==> src/rtl/uart_pkg.sv <==
`default_nettype none
// +--------------------------------------------------------------------------+
// | Module      : uart_pkg                                                   |
// | Description : Shared UART definitions (FSM state encoding, default bit   |
// |               period, data width, parity helper) for the TX and RX side. |
// | Ports       : none (package)                                             |
// | Revision    : 1.0  initial release                                       |
// +--------------------------------------------------------------------------+
package uart_pkg;

   localparam int UART_DATA_W           = 8;
   localparam int UART_CLKS_PER_BIT_DEF = 434;   // 50 MHz / 115200 baud

   typedef enum logic [2:0] {
      ST_IDLE   = 3'd0,
      ST_START  = 3'd1,
      ST_DATA   = 3'd2,
      ST_PARITY = 3'd3,
      ST_STOP   = 3'd4
   } uart_state_t;

   // Even parity: the parity bit makes the total count of ones even.
   function automatic logic even_parity(input logic [UART_DATA_W-1:0] i_d);
      return ^i_d;
   endfunction

endpackage
`default_nettype wire

==> src/rtl/uart_baud_tick.sv <==
`default_nettype none
// +--------------------------------------------------------------------------+
// | Module      : uart_baud_tick                                             |
// | Description : Bit-period counter. Counts 0..CLKS_PER_BIT-1 and pulses    |
// |               o_tick for one cycle on the last count of each bit.        |
// | Ports       : clk       - clock, rising edge                             |
// |               rst       - asynchronous active-high reset                 |
// |               i_restart - hold/restart the counter at 0                  |
// |               o_tick    - one-cycle bit-end pulse                        |
// | Revision    : 1.0  initial release                                       |
// +--------------------------------------------------------------------------+
module uart_baud_tick
   import uart_pkg::*;
#(
   parameter int CLKS_PER_BIT = UART_CLKS_PER_BIT_DEF
) (
   input  logic clk,
   input  logic rst,
   input  logic i_restart,
   output logic o_tick
);

   localparam int                 c_cnt_w = (CLKS_PER_BIT > 1) ? $clog2(CLKS_PER_BIT) : 1;
   localparam logic [c_cnt_w-1:0] c_last  = c_cnt_w'(CLKS_PER_BIT - 1);

   logic [c_cnt_w-1:0] r_cnt;

   // Wrapping on the tick restarts the count at every bit boundary, so bit
   // periods never accumulate drift across a frame.
   always_ff @(posedge clk or posedge rst) begin
      if (rst) begin
         r_cnt <= '0;
      end else if (i_restart || o_tick) begin
         r_cnt <= '0;
      end else begin
         r_cnt <= r_cnt + 1'b1;
      end
   end

   assign o_tick = (r_cnt == c_last);

endmodule
`default_nettype wire

==> src/rtl/uart_tx.sv <==
`default_nettype none
// +--------------------------------------------------------------------------+
// | Module      : uart_tx                                                    |
// | Description : UART transmitter, 8 data bits LSB first, 1 or 2 stop bits. |
// |               Optional even parity bit when UART_TX_PARITY_EN is defined.|
// | Ports       : CLOCK     - clock, rising edge                             |
// |               RESET     - asynchronous active-high reset                 |
// |               tx_data   - byte to send, sampled at handshake             |
// |               tx_valid  - upstream byte available                        |
// |               tx_ready  - block can accept a byte (IDLE)                 |
// |               tx_serial - registered UART line, idle high                |
// |               tx_busy   - frame in progress (~tx_ready)                  |
// | Macros      : UART_TX_PARITY_EN - add even parity bit after bit 7        |
// | Revision    : 1.0  initial release                                       |
// +--------------------------------------------------------------------------+
module uart_tx
   import uart_pkg::*;
#(
   parameter int CLKS_PER_BIT = UART_CLKS_PER_BIT_DEF,
   parameter int STOP_BITS    = 1
) (
   input  logic                   CLOCK,
   input  logic                   RESET,
   input  logic [UART_DATA_W-1:0] tx_data,
   input  logic                   tx_valid,
   output logic                   tx_ready,
   output logic                   tx_serial,
   output logic                   tx_busy
);

   localparam logic [2:0] c_last_stop = 3'(STOP_BITS - 1);

   uart_state_t            r_state, w_state_nxt;
   logic [UART_DATA_W-1:0] r_shift, w_shift_nxt;
   logic [2:0]             r_bit_idx, w_bit_idx_nxt;
   logic                   r_serial, w_serial_nxt;
   logic                   w_tick;
   logic                   w_accept;
`ifdef UART_TX_PARITY_EN
   logic                   r_parity, w_parity_nxt;
`endif

   // Counter is held at 0 while idle so START lasts exactly one bit period.
   uart_baud_tick #(
      .CLKS_PER_BIT (CLKS_PER_BIT)
   ) u_baud (
      .clk       (CLOCK),
      .rst       (RESET),
      .i_restart (r_state == ST_IDLE),
      .o_tick    (w_tick)
   );

   assign w_accept = tx_valid && (r_state == ST_IDLE);

   always_ff @(posedge CLOCK or posedge RESET) begin
      if (RESET) begin
         r_state   <= ST_IDLE;
         r_shift   <= '0;
         r_bit_idx <= '0;
         r_serial  <= 1'b1;
`ifdef UART_TX_PARITY_EN
         r_parity  <= 1'b0;
`endif
      end else begin
         r_state   <= w_state_nxt;
         r_shift   <= w_shift_nxt;
         r_bit_idx <= w_bit_idx_nxt;
         r_serial  <= w_serial_nxt;
`ifdef UART_TX_PARITY_EN
         r_parity  <= w_parity_nxt;
`endif
      end
   end

   always_comb begin
      w_state_nxt   = r_state;
      w_shift_nxt   = r_shift;
      w_bit_idx_nxt = r_bit_idx;
      w_serial_nxt  = 1'b1;
`ifdef UART_TX_PARITY_EN
      w_parity_nxt  = r_parity;
`endif
      case (r_state)
         ST_IDLE: begin
            if (w_accept) begin
               w_state_nxt   = ST_START;
               w_shift_nxt   = tx_data;
               w_bit_idx_nxt = '0;
`ifdef UART_TX_PARITY_EN
               // Captured now because the shift register is consumed bit by bit.
               w_parity_nxt  = even_parity(tx_data);
`endif
            end
         end
         ST_START: begin
            if (w_tick) begin
               w_state_nxt = ST_DATA;
            end
         end
         ST_DATA: begin
            if (w_tick) begin
               if (r_bit_idx == 3'd7) begin
                  w_bit_idx_nxt = '0;
`ifdef UART_TX_PARITY_EN
                  w_state_nxt   = ST_PARITY;
`else
                  w_state_nxt   = ST_STOP;
`endif
               end else begin
                  w_bit_idx_nxt = r_bit_idx + 3'd1;
                  w_shift_nxt   = {1'b0, r_shift[UART_DATA_W-1:1]};
               end
            end
         end
`ifdef UART_TX_PARITY_EN
         ST_PARITY: begin
            if (w_tick) begin
               w_state_nxt = ST_STOP;
            end
         end
`endif
         ST_STOP: begin
            // Bit index is reused to count stop bits.
            if (w_tick) begin
               if (r_bit_idx == c_last_stop) begin
                  w_state_nxt   = ST_IDLE;
                  w_bit_idx_nxt = '0;
               end else begin
                  w_bit_idx_nxt = r_bit_idx + 3'd1;
               end
            end
         end
         default: begin
            w_state_nxt = ST_IDLE;
         end
      endcase

      // Line value is derived from the next state so tx_serial is a clean
      // register output aligned with the state it belongs to.
      case (w_state_nxt)
         ST_START:  w_serial_nxt = 1'b0;
         ST_DATA:   w_serial_nxt = w_shift_nxt[0];
`ifdef UART_TX_PARITY_EN
         ST_PARITY: w_serial_nxt = w_parity_nxt;
`endif
         default:   w_serial_nxt = 1'b1;
      endcase
   end

   assign tx_ready  = (r_state == ST_IDLE);
   assign tx_busy   = ~tx_ready;
   assign tx_serial = r_serial;

endmodule
`default_nettype wire

==> config.mk <==
export PLATFORM = sky130hd
export DESIGN_NAME = uart_tx
export DESIGN_NICKNAME = d
export VERILOG_FILES = /design/src/rtl/uart_pkg.sv /design/src/rtl/uart_baud_tick.sv /design/src/rtl/uart_tx.sv
export SDC_FILE = /design/constraint.sdc
export NUM_CORES = 1
export LEC_CHECK = 0
export ABC_AREA = 1
export CAP_MARGIN = 0
export CORE_ASPECT_RATIO = 0.75
export CORE_MARGIN = 3
export CORE_UTILIZATION = 45
export CTS_CLUSTER_SIZE = 25
export DETAILED_ROUTE_END_ITERATION = 16
export GPL_TIMING_DRIVEN = 0
export PLACE_DENSITY = 0.65
export SLEW_MARGIN = 15
export SYNTH_ARGS = -nofsm -noshare
export SYNTH_HDL_FRONTEND = slang
export SYNTH_SLANG_ARGS = --single-unit
==> constraint.sdc <==
create_clock -name CLOCK -period 2.6 [get_ports CLOCK]
set_input_delay 0.26 -clock CLOCK [delete_from_list [all_inputs] [get_ports CLOCK]]
set_output_delay 0.26 -clock CLOCK [all_outputs]
set_load 0.01 [all_outputs]
# Yosys cells after proc, flatten, opt, wreduce, memory -nomap -nowiden
# Cells that the tools add are included.
# op_classes
addsub	2
eq_ne	11
muxes	19
bitwise	1
n_reduce_logical	8
# op_table
op	count
$mux W3	11
$mux W8	3
$pmux W8 S2	1
$pmux W3 S4	1
$add A9 B1 Y9 const B	1
$eq A9 B9 Y1 const B	1
$mux W9	1
$pmux W3 S3	1
$reduce_and A4 Y1	2
$eq A3 B1 Y1 const B	2
$eq A3 B2 Y1 const B	2
$eq A3 B3 Y1 const B	2
$logic_not A3 Y1	2
$ne A2 B1 Y1 const B	3
$add A3 B1 Y3 const B	1
$reduce_bool A3 Y1	1
$ne A2 B2 Y1 const B	1
$pmux W1 S2	1
$reduce_bool A2 Y1	1
$logic_and A1 B1 Y1	1
$logic_or A1 B1 Y1	1
$not A1 Y1	1
# word_totals
reg_bits	24
in_bits	11
output_inout_bits	3
elab_cells	47

# Longest topological paths before layout
# Gate-level depths: netlist (run 1).
# depth
depth_word	6
mapped_depth	12
ltp_nobuf	12

# By module
# A second synthesis (run 1) with hierarchy kept.
# unflattened
hier_cells	190
area_unflattened_um2	1417.6
# by_module_without_submodules
mod	n_inst	cells_per_inst	area_per_inst_um2	seq_area_each_um2
uart_tx	1	121	910.9	376.6
uart_baud_tick	1	69	506.7	225.2

# Worst setup path after synthesis (run 1)
# Ideal clock, no wire load.
# synth_timing
path_kind	register -> register
startpoint	reg r_bit_idx[0]
endpoint	reg r_shift[7]
setup_time_ns	0.121
t_arrival_ns	1.242
required_ns	2.479
path_slack_ns	1.237
stages_incl_launch_ff	8
n_path_buf	0
period_less_slack_ns	1.363
cell_sequence	dfrtp_1 ha_1 ha_1 inv_1 nand2_4 nand2_2 nand2_4 a22o_1
# synth_via
elab_chain_len	3
# synth_lines
item	line	rtl
start: declaration	uart_tx.sv:35	logic [2:0] r_bit_idx, w_bit_idx_nxt;
start signal: assignment	uart_tx.sv:67	r_bit_idx <= w_bit_idx_nxt;
$eq A3 B3 Y1	uart_tx.sv:102	if (r_bit_idx == 3'd7) begin
$ne A2 B2 Y1 (no line)	--	
$reduce_and A4 Y1 (no line)	--	
end signal: assignment	uart_tx.sv:66	r_shift <= w_shift_nxt;
end: declaration	uart_tx.sv:34	logic [UART_DATA_W-1:0] r_shift, w_shift_nxt;
# No other way between the ends.
# A chain may end at the register's enable or synchronous reset.

# Worst setup path in the final report (run 1)
# layout_timing
startpoint	reg r_state[0]
endpoint	out tx_ready
# layout_via
elab_chain_len	1
# layout_lines
item	line	rtl
start: declaration	uart_tx.sv:33	uart_state_t r_state, w_state_nxt;
start signal: assignment	uart_tx.sv:65	r_state <= w_state_nxt;
$logic_not A3 Y1	uart_tx.sv:150	assign tx_ready = (r_state == ST_IDLE);
end: declaration	uart_tx.sv:26	output logic tx_ready,
# No other way between the ends.

==> results.tsv, run 1 <==
metric	value	unit
Initial Util	48.9	%
Mapped Cells	150	
vias per cell	4.95	
gpl congestion	0.773	
Clock power frac	23.6	%
post-synth cell types	25	
Fmax	547	MHz
final worst path period need	1.83	ns
CTS tree	yes	
Die W	68.6	um
Netlist Area Pre-Place	1320	um^2
Pleak	0.738	nW
outcome	complete, no violations	
Final Hold Vio Count	0	
Hold WC Path Type	in2async	
GRT met2 Usage	24.2	%
Worst-Skew Late Latency	0.27	ns
Setup Crit Path Kind	reg2out	
Bufs on Longest Clock Path	2	
Global Route Usage Sum	16.6	%
Internal Power	0.655	mW
Worst Path Max Fanout	4	
Comb power frac	21.9	%
via count	1004	
Slew Limit Fails	0	
vias in the first global route	945	
Initial DRT Pass Iterations	4	
IO Count	14	
Bufs and invs on worst path	2	
critical path launch point	r_state[0]$_DFF_PP0_	
sequential area share after synthesis	45.5	%
max-cap viol count	0	
most common cell after layout, fill and taps aside	nand2_1	
dpl hpwl	1790	um
CP Cell Sequence	nor2_4 -> nand2_4 -> inv_4 -> clkdlybuf4s50_1	
Worst Path Required	2.34	ns
post-CTS sizing	0	
overall routed net length	2390	um
CP arrival	1.57	ns
Synth Area per Inst	8.81	um^2
worst-margin pin slew	0.909	ns
CTS sink count	24	
relative slew slack	39.3	%
setup TNS	0	ns
final net count	184	
Layout area overhead	16.7	%
Buffers on Ports	13	
Sequential Power Share	54.5	%
Final setup viols	0	
P_sw	0.293	mW
GR Overflow Total	0	
Yosys reg bits	24	
Top delay family on crit path	buffers and inverters	
pin count of the biggest net entering global routing	25	
Peak VDD IR	0.000327	V
Power Density	615	nW/um^2
Syn Nets	166	
first-pass GRT wire length	4460	um
unrepaired setup endpoints after global routing	false	
CTS root buf	clkbuf_8	
GRT busiest layer	met1	
Sw Share	30.9	%
Critical Path End Type	primary output	
Critical Path Start Type	flop	
max incr delay on CP	0.52	ns
global routing usage on met3	4.67	%
Core Rows	16	
CTS buffer count	3	
die height	52.9	um
hold_buf cts	0	
die area	3630	um^2
post-CTS setup buffer count	0	
DRC errors left	0	
most frequent cells in the layout	nand2_1, dfrtp_1, inv_1, nor2_1, clkdlybuf4s50_1	
GR Util met1	24.4	%
Worst Skew	0.00849	ns
fillers	262	
fin crit share	70.3	%
antenna cells	0	
Core ar.	2700	um^2
antenna-violating nets left	0	
Reg clk slew, reported paths	0.09	ns
Worst Hold Slack	0.485	ns
layout cell share with drive strength beyond 1	16.8	%
initial antenna violation count	0	
WL/cell	11.8	um
H-tree lvl count	1	
Warnings, synthesis	0	
First DRT Iteration DRCs	76	
RR Startpoint	r_bit_idx[0]$_DFFE_PP0P_	
critical path's slowest cell	clkdlybuf4s50_1	
## Yosys cell counts (all sizes together)
master | instances | share of area, %
ha | 5 | 4.7
o31ai | 1 | 0.57
nor3 | 4 | 1.5
dfrtp | 23 | 44
a22oi | 6 | 3.4
nand4 | 1 | 0.47
nor2 | 17 | 6.5
a21oi | 5 | 1.9
nand2 | 46 | 18
inv | 23 | 7.3
nor3b | 2 | 1.5
a22o | 1 | 0.66
nand3 | 5 | 2.8
o21ai | 9 | 3.4
o211ai | 1 | 1.6
dfstp | 1 | 2.0
## worst paths after layout
kind	to	slack (ns)	cells after the start
setup / recovery	tx_ready	0.77	4
hold / removal	u_baud.r_cnt[4]$_DFF_PP0_	0.49	2
setup reg to reg	r_shift[7]$_DFFE_PP0P_	1.09	7
hold reg to reg	r_shift[3]$_DFFE_PP0P_	0.49	2
max in group asynchronous	r_shift[4]$_DFFE_PP0P_	1.55	2
min in group CLOCK	r_shift[3]$_DFFE_PP0P_	0.49	2
## through the flow
stage                     utilization (%)  worst slack [ns]  area, um^2  std cells  total power, mW
after global placement               55.4              1.08        1500        199            0.723
final                                57.0             0.773        1540        203            0.948
after global routing                 57.0             0.682        1540        203             1.02
after CTS                            57.0             0.763        1540        203            0.961
after detailed placement             55.4              1.07        1500        199            0.731
after floorplan                         -              1.24        1320        150            0.665
## power groups by stage
stage / Clock (mW) / Combinational (mW) / Sequential [mW]
final: 0.224 / 0.208 / 0.516
after global routing: 0.254 / 0.241 / 0.527
after CTS: 0.234 / 0.211 / 0.515
after detailed placement: 0 / 0.209 / 0.522
after global placement: 0 / 0.204 / 0.519
after floorplan: 0 / 0.157 / 0.508
## sequential cells by signal, summed over array words and instances, names as in the netlist
register	count
tx_serial	1
r_shift	8
r_bit_idx	3
r_state	3
u_baud.r_cnt	9
## layer usage
layer / vias up / part of all wire [%]
li1: 515 / -
met1: 465 / 50
met2: 22 / 45
met3: 2 / 4.6
met4: 0 / 0.29
met5: - / 0
## area by class of cell
class | instances | area, um^2 | share of cell area, %
Multi-Input combinational cell | 103 | 623 | 40.4
Sequential cell | 24 | 602 | 39.0
Timing Repair Buffer | 13 | 130 | 8.44
Inverter | 23 | 96.3 | 6.25
Clock buffer | 4 | 45.0 | 2.92
Tap cell | 36 | 45.0 | 2.92
## kinds of logic after synthesis
group	count (synthesis)	synth area share, %
AO/OA/AOI/OAI	23	11.6
adder cells (fa/ha/maj)	5	4.73
buffers and inverters	23	7.29
flip-flops	24	45.5
AND/OR/NAND/NOR	75	30.9
No activity file was read; power rests on OpenSTA's default activity.
==> run 2: changes to the inputs <==
clock period = 1.9 ns   (was 2.6 ns; I/O delays follow)
==> results of run 2 <==
Same layout as run 1 (identical final DEF). Status: complete, no violations.
Among the figures that moved: setup slack after placement 1.07 ns -> 0.393 ns; setup slack after layout 0.773 ns -> 0.143 ns; hold slack 0.485 ns -> 0.415 ns; register-to-register setup slack 1.09 ns -> 0.39 ns; total power 0.948 mW -> 1.30 mW; worst IR drop on VDD 0.000327 V -> 0.000448 V
==> run 3: changes to the inputs <==
clock period = 2.03 ns   (was 1.9 ns; I/O delays follow)
==> results of run 3 <==
Same layout as run 1 (identical final DEF). Status: complete, no violations.
Among the figures that moved: setup slack after placement 1.07 ns -> 0.523 ns; setup slack after layout 0.773 ns -> 0.260 ns; hold slack 0.485 ns -> 0.428 ns; register-to-register setup slack 1.09 ns -> 0.52 ns; total power 0.948 mW -> 1.21 mW; worst IR drop on VDD 0.000327 V -> 0.000419 V
